$ cat src/rtl/csa_3to2_pipe.sv
// Registered 3:2 carry-save compressor with per-beat compress or running accumulate.
// Latency: 1 cycle from an output-producing beat to out_valid.
// Backpressure: in_ready drops while a held result is not taken; out_ready->in_ready is the only comb path.
module csa_3to2_pipe #(
    parameter int WIDTH = 32,
    parameter int CNT_W = 8
) (
    input  logic             clk,
    input  logic             rst,
    input  logic             in_valid,
    output logic             in_ready,
    input  logic [WIDTH-1:0] in_a,
    input  logic [WIDTH-1:0] in_b,
    input  logic [WIDTH-1:0] in_c,
    input  logic             in_mode,
    input  logic             in_last,
    output logic             out_valid,
    input  logic             out_ready,
    output logic [WIDTH-1:0] out_sum,
    output logic [WIDTH-1:0] out_carry,
    output logic [CNT_W-1:0] out_count
);

    typedef struct packed {
        logic [WIDTH-1:0] s;
        logic [WIDTH-1:0] c;
    } csa_t;

    // Carry row is pre-shifted; the carry out of the MSB column is dropped.
    function automatic csa_t compress(input logic [WIDTH-1:0] x,
                                      input logic [WIDTH-1:0] y,
                                      input logic [WIDTH-1:0] z);
        csa_t             r;
        logic [WIDTH-1:0] m;
        r.s = x ^ y ^ z;
        m   = (x & y) | (x & z) | (y & z);
        r.c = {m[WIDTH-2:0], 1'b0};
        return r;
    endfunction

    logic [WIDTH-1:0] acc_s;
    logic [WIDTH-1:0] acc_c;
    logic [CNT_W-1:0] acc_n;
    csa_t             l1;
    csa_t             l2;
    csa_t             l3;
    logic [CNT_W-1:0] n_next;
    logic             accept;
    logic             take;

    always_comb begin
        l1     = compress(in_a, in_b, in_c);
        l2     = compress(l1.s, l1.c, acc_s);
        l3     = compress(l2.s, l2.c, acc_c);
        n_next = (acc_n == {CNT_W{1'b1}}) ? acc_n : acc_n + CNT_W'(1);
    end

    assign in_ready = !rst && (!out_valid || out_ready);
    assign accept   = in_valid && in_ready;
    assign take     = out_valid && out_ready;

    always_ff @(posedge clk) begin
        if (rst) begin
            out_valid <= 1'b0;
            out_sum   <= '0;
            out_carry <= '0;
            out_count <= '0;
            acc_s     <= '0;
            acc_c     <= '0;
            acc_n     <= '0;
        end else begin
            if (take) begin
                out_valid <= 1'b0;
            end
            if (accept) begin
                if (!in_mode) begin
                    // Accumulator deliberately untouched so mode-0 beats can interleave.
                    out_sum   <= l1.s;
                    out_carry <= l1.c;
                    out_count <= CNT_W'(1);
                    out_valid <= 1'b1;
                end else if (in_last) begin
                    out_sum   <= l3.s;
                    out_carry <= l3.c;
                    out_count <= n_next;
                    out_valid <= 1'b1;
                    acc_s     <= '0;
                    acc_c     <= '0;
                    acc_n     <= '0;
                end else begin
                    acc_s <= l3.s;
                    acc_c <= l3.c;
                    acc_n <= n_next;
                end
            end
        end
    end

endmodule

$ cat config.mk
export PLATFORM = sky130hd
export DESIGN_NAME = csa_3to2_pipe
export DESIGN_NICKNAME = d
export VERILOG_FILES = /design/src/rtl/csa_3to2_pipe.sv
export SDC_FILE = /design/constraint.sdc
export NUM_CORES = 1
export LEC_CHECK = 0
export ABC_CLOCK_PERIOD_IN_PS = 2500
export CAP_MARGIN = 20
export CORE_MARGIN = 2
export CORE_UTILIZATION = 51
export CTS_BUF_LIST = sky130_fd_sc_hd__clkbuf_16
export DETAILED_ROUTE_END_ITERATION = 8
export PLACE_DENSITY = 0.81
export SLEW_MARGIN = 10
export SYNTH_ARGS = -nofsm -noshare
export SYNTH_HDL_FRONTEND = slang
export SYNTH_SLANG_ARGS = --single-unit
$ cat constraint.sdc
create_clock -name clk -period 2.5 [get_ports clk]
set_input_delay 0.375 -clock clk [delete_from_list [all_inputs] [get_ports clk]]
set_output_delay 0.375 -clock clk [all_outputs]
set_load 0.01 [all_outputs]
==> metrics.yaml <==
critPathTopFamily: "adder cells"
synth_seq_cells: 142
register_area_um2: 2840
fillers: 1139
p_seq_share_pct: 34.9
crit_path_frequent_cell: "fa_1"
insertion_delay_ns: 0.42
hp-class: "input pin to register"
critPathRequiredTime_ns: 2.83
grt_max_degree: 66
p_sw_uw: 1810
maxSlewViolCount: 0
hold_violations: 0
finalWorstPathRequiredPeriod_ns: 2.43
placementRows: 45
drive_gt1_share_pct: 8.27
grt_overflow: 0
yosys.area.top_type: "dfxtp_1"
timing.critical_path.slowest_stage_cell: "fa_1"
tns_ns: 0
globalRouteTotalUtil_pct: 23.2
drv_cap: 0
rr_worst_depth: 5
grt_antenna_before_repair: 0
drtIter0Drc: 456
vias: 6163
ys_warn_count: 0
end_kind: "register"
drt-total-wl_mm: 18.5
synth_seq_area_share_pct: 35.7
leakage_uw: 0.00395
synth-edff-count: 0
max_stage_delay_ns: 0.58
clockBufferDepth: 2
worstMarginPinSlew_ns: 0.748
syn-cell-area_um2: 7960
fin_cells: 1119
multiInputGateArea_um2: 4780
initial_core_util_pct: 52.4
place_inst: 1087
die_x_um: 129
grt_pass1_vias: 6292
io_buffer_count: 174
detail_route.drc_violations: 0
dr.pass1.iters: 5
synthToLayoutAreaGrowth_pct: 32.3
setup_viol: 0
grt_pass1_wl_mm: 30.8
r2r_slack_ns: 0.52
p_sw_share_pct: 26.0
cts_tree: "done"
period_share_pct: 97.1
async_flop_share_pct: 0
power.share.combinational_pct: 23.1
post_cts_buffers: 0
nets: 1113
cp_cell_sequence: "clkdlybuf4s50_1 > fa_1 > fa_1 > fa_1 > mux2i_1 > a211oi_1"
htreeDepth: 4
worstSetupStartpointType: "input pin"
syn_nets: 962
cts_made_buffers: 17
hold_buffers: 0
n_antenna_cell: 0
ant_nets: 0
synth_top_area_share_pct: 35.7
worst_hold_startpoint: "rst"
p_clk_share_pct: 42.0
io_pins: 176
clk_pin_slew_ns: 0.06
path_class: "input pin to register"
cp_max_fo: 2
fmax_mhz: 412
die_y_um: 129
gp_congestion: 0.772
cts_sinks: 142
clock_skew_ns: 0.00717
cp.arrival_ns: 2.75
worstHoldEndpoint: "acc_n[4]$_SDFFE_PP0P_"
synth_area_per_cell_um2: 10.4
power-per-cell-area_nw_per_um2: 660
cts_resized: 0
yosys-top-cells-area: "dfxtp_1 (36%), fa_1 (23%), mux2i_1 (7.5%)"
hold_depth: 2
final_util_pct: 69.3
path_buf_inv: 1
wl_per_cell_um: 16.5
dieArea_um2: 16600
vias_per_cell: 5.51
rsz0062_at_grt: "true"
synth_cell_type_count: 44
r2r-end: "out_count[1]$_SDFFE_PP0P_"
layout_common_cells: "clkdlybuf4s50_1 (168), dfxtp_1 (142), fa_1 (89)"
core_area_um2: 15200
netlist_instances: 767
root_buffer: "clkbuf_16"
max_slew_margin_pct: 50.1
dp_hpwl_mm: 12.7
status: "completed"
r2r-start: "acc_n[0]$_SDFFE_PP0P_"
ir_drop_mv: 0.469
ys.flop_type: "dfxtp_1"
power.total_uw: 6950
internal_power_uw: 5140
final_common_cell: "clkdlybuf4s50_1"
-- worst max path at each step --
| stage | from | to | slack (ns) | cells after the start |
|---|---|---|---|---|
| after floorplan | in_a[30] | out_sum[30]$_SDFFE_PP0P_ | 0.22 | 9 |
| after global placement | in_a[30] | out_sum[30]$_SDFFE_PP0P_ | -0.34 | 10 |
| after detailed placement | in_a[30] | out_sum[30]$_SDFFE_PP0P_ | -0.41 | 10 |
| after CTS | in_a[30] | out_sum[30]$_SDFFE_PP0P_ | 0.03 | 10 |
| after global routing | in_a[29] | out_sum[29]$_SDFFE_PP0P_ | -0.003 | 6 |
| final | in_a[12] | out_sum[12]$_SDFFE_PP0P_ | 0.07 | 6 |
-- logic make-up after synthesis --
kind of cell             Yosys count  synth area share [%]
multiplexers                      62                  7.87
AO/OA/AOI/OAI                    156                  13.1
other                              1                0.0471
flip-flops                       142                  35.7
XOR/XNOR                           8                 0.880
buffers and inverters             75                  4.46
adder cells (fa/ha/maj)           93                  23.1
AND/OR/NAND/NOR                  230                  14.8
-- state kept, by name, summed over array words and instances (netlist names) --
register and count:
out_valid 1, acc_c 30, out_carry 31, acc_s 32, out_count 8, out_sum 32
acc_n 8
-- cell usage after synthesis, types with 6 or more instances --
master,count
a211oi_1,50
a211oi_2,10
a21oi_1,69
a22o_1,6
buf_2,29
buf_4,6
clkbuf_1,24
dfxtp_1,142
fa_1,90
inv_1,14
mux2i_1,60
nand2_1,76
nand3_1,6
nand3b_1,61
nor2_1,67
o21ai_0,8
xnor2_1,8
-- routing by layer --
layer  vias up  track usage, %  share of wire [%]
met5         -               0                  0
met4         0            8.95                2.1
met3        28            3.99                4.4
met2       177            38.7                 49
met1      3008            30.2                 44
li1       2950               -                  -
-- final cells by class --
| cell class | instances | share of cell area, % |
|---|---|---|
| clock inverter | 15 | 2.38 |
| clock buffer | 17 | 4.04 |
| tap | 188 | 2.23 |
| inverter | 14 | 0.499 |
| timing repair buffer | 193 | 18.5 |
| sequential | 142 | 27.0 |
| multi-input combinational | 550 | 45.4 |
-- per-stage QoR --
| stage | cell area, um^2 | worst slack (ns) | hold WS (ns) |
|---|---|---|---|
| after floorplan | 7960 | 0.223 | 0.432 |
| after global placement | 9840 | -0.336 | 0.440 |
| after detailed placement | 9840 | -0.407 | 0.451 |
| after CTS | 10500 | 0.0321 | 0.326 |
| after global routing | 10500 | -0.00308 | 0.339 |
| final | 10500 | 0.0716 | 0.334 |
-- power groups by stage --
stage	sequential [uW]	clock, uW	combinational, uW
after floorplan	2500	0	942
after global placement	2470	0	1550
after detailed placement	2480	0	1590
after CTS	2430	2950	1620
after global routing	2440	3060	1790
final	2430	2920	1600
Note: power is estimated with default switching activity, not from simulation.
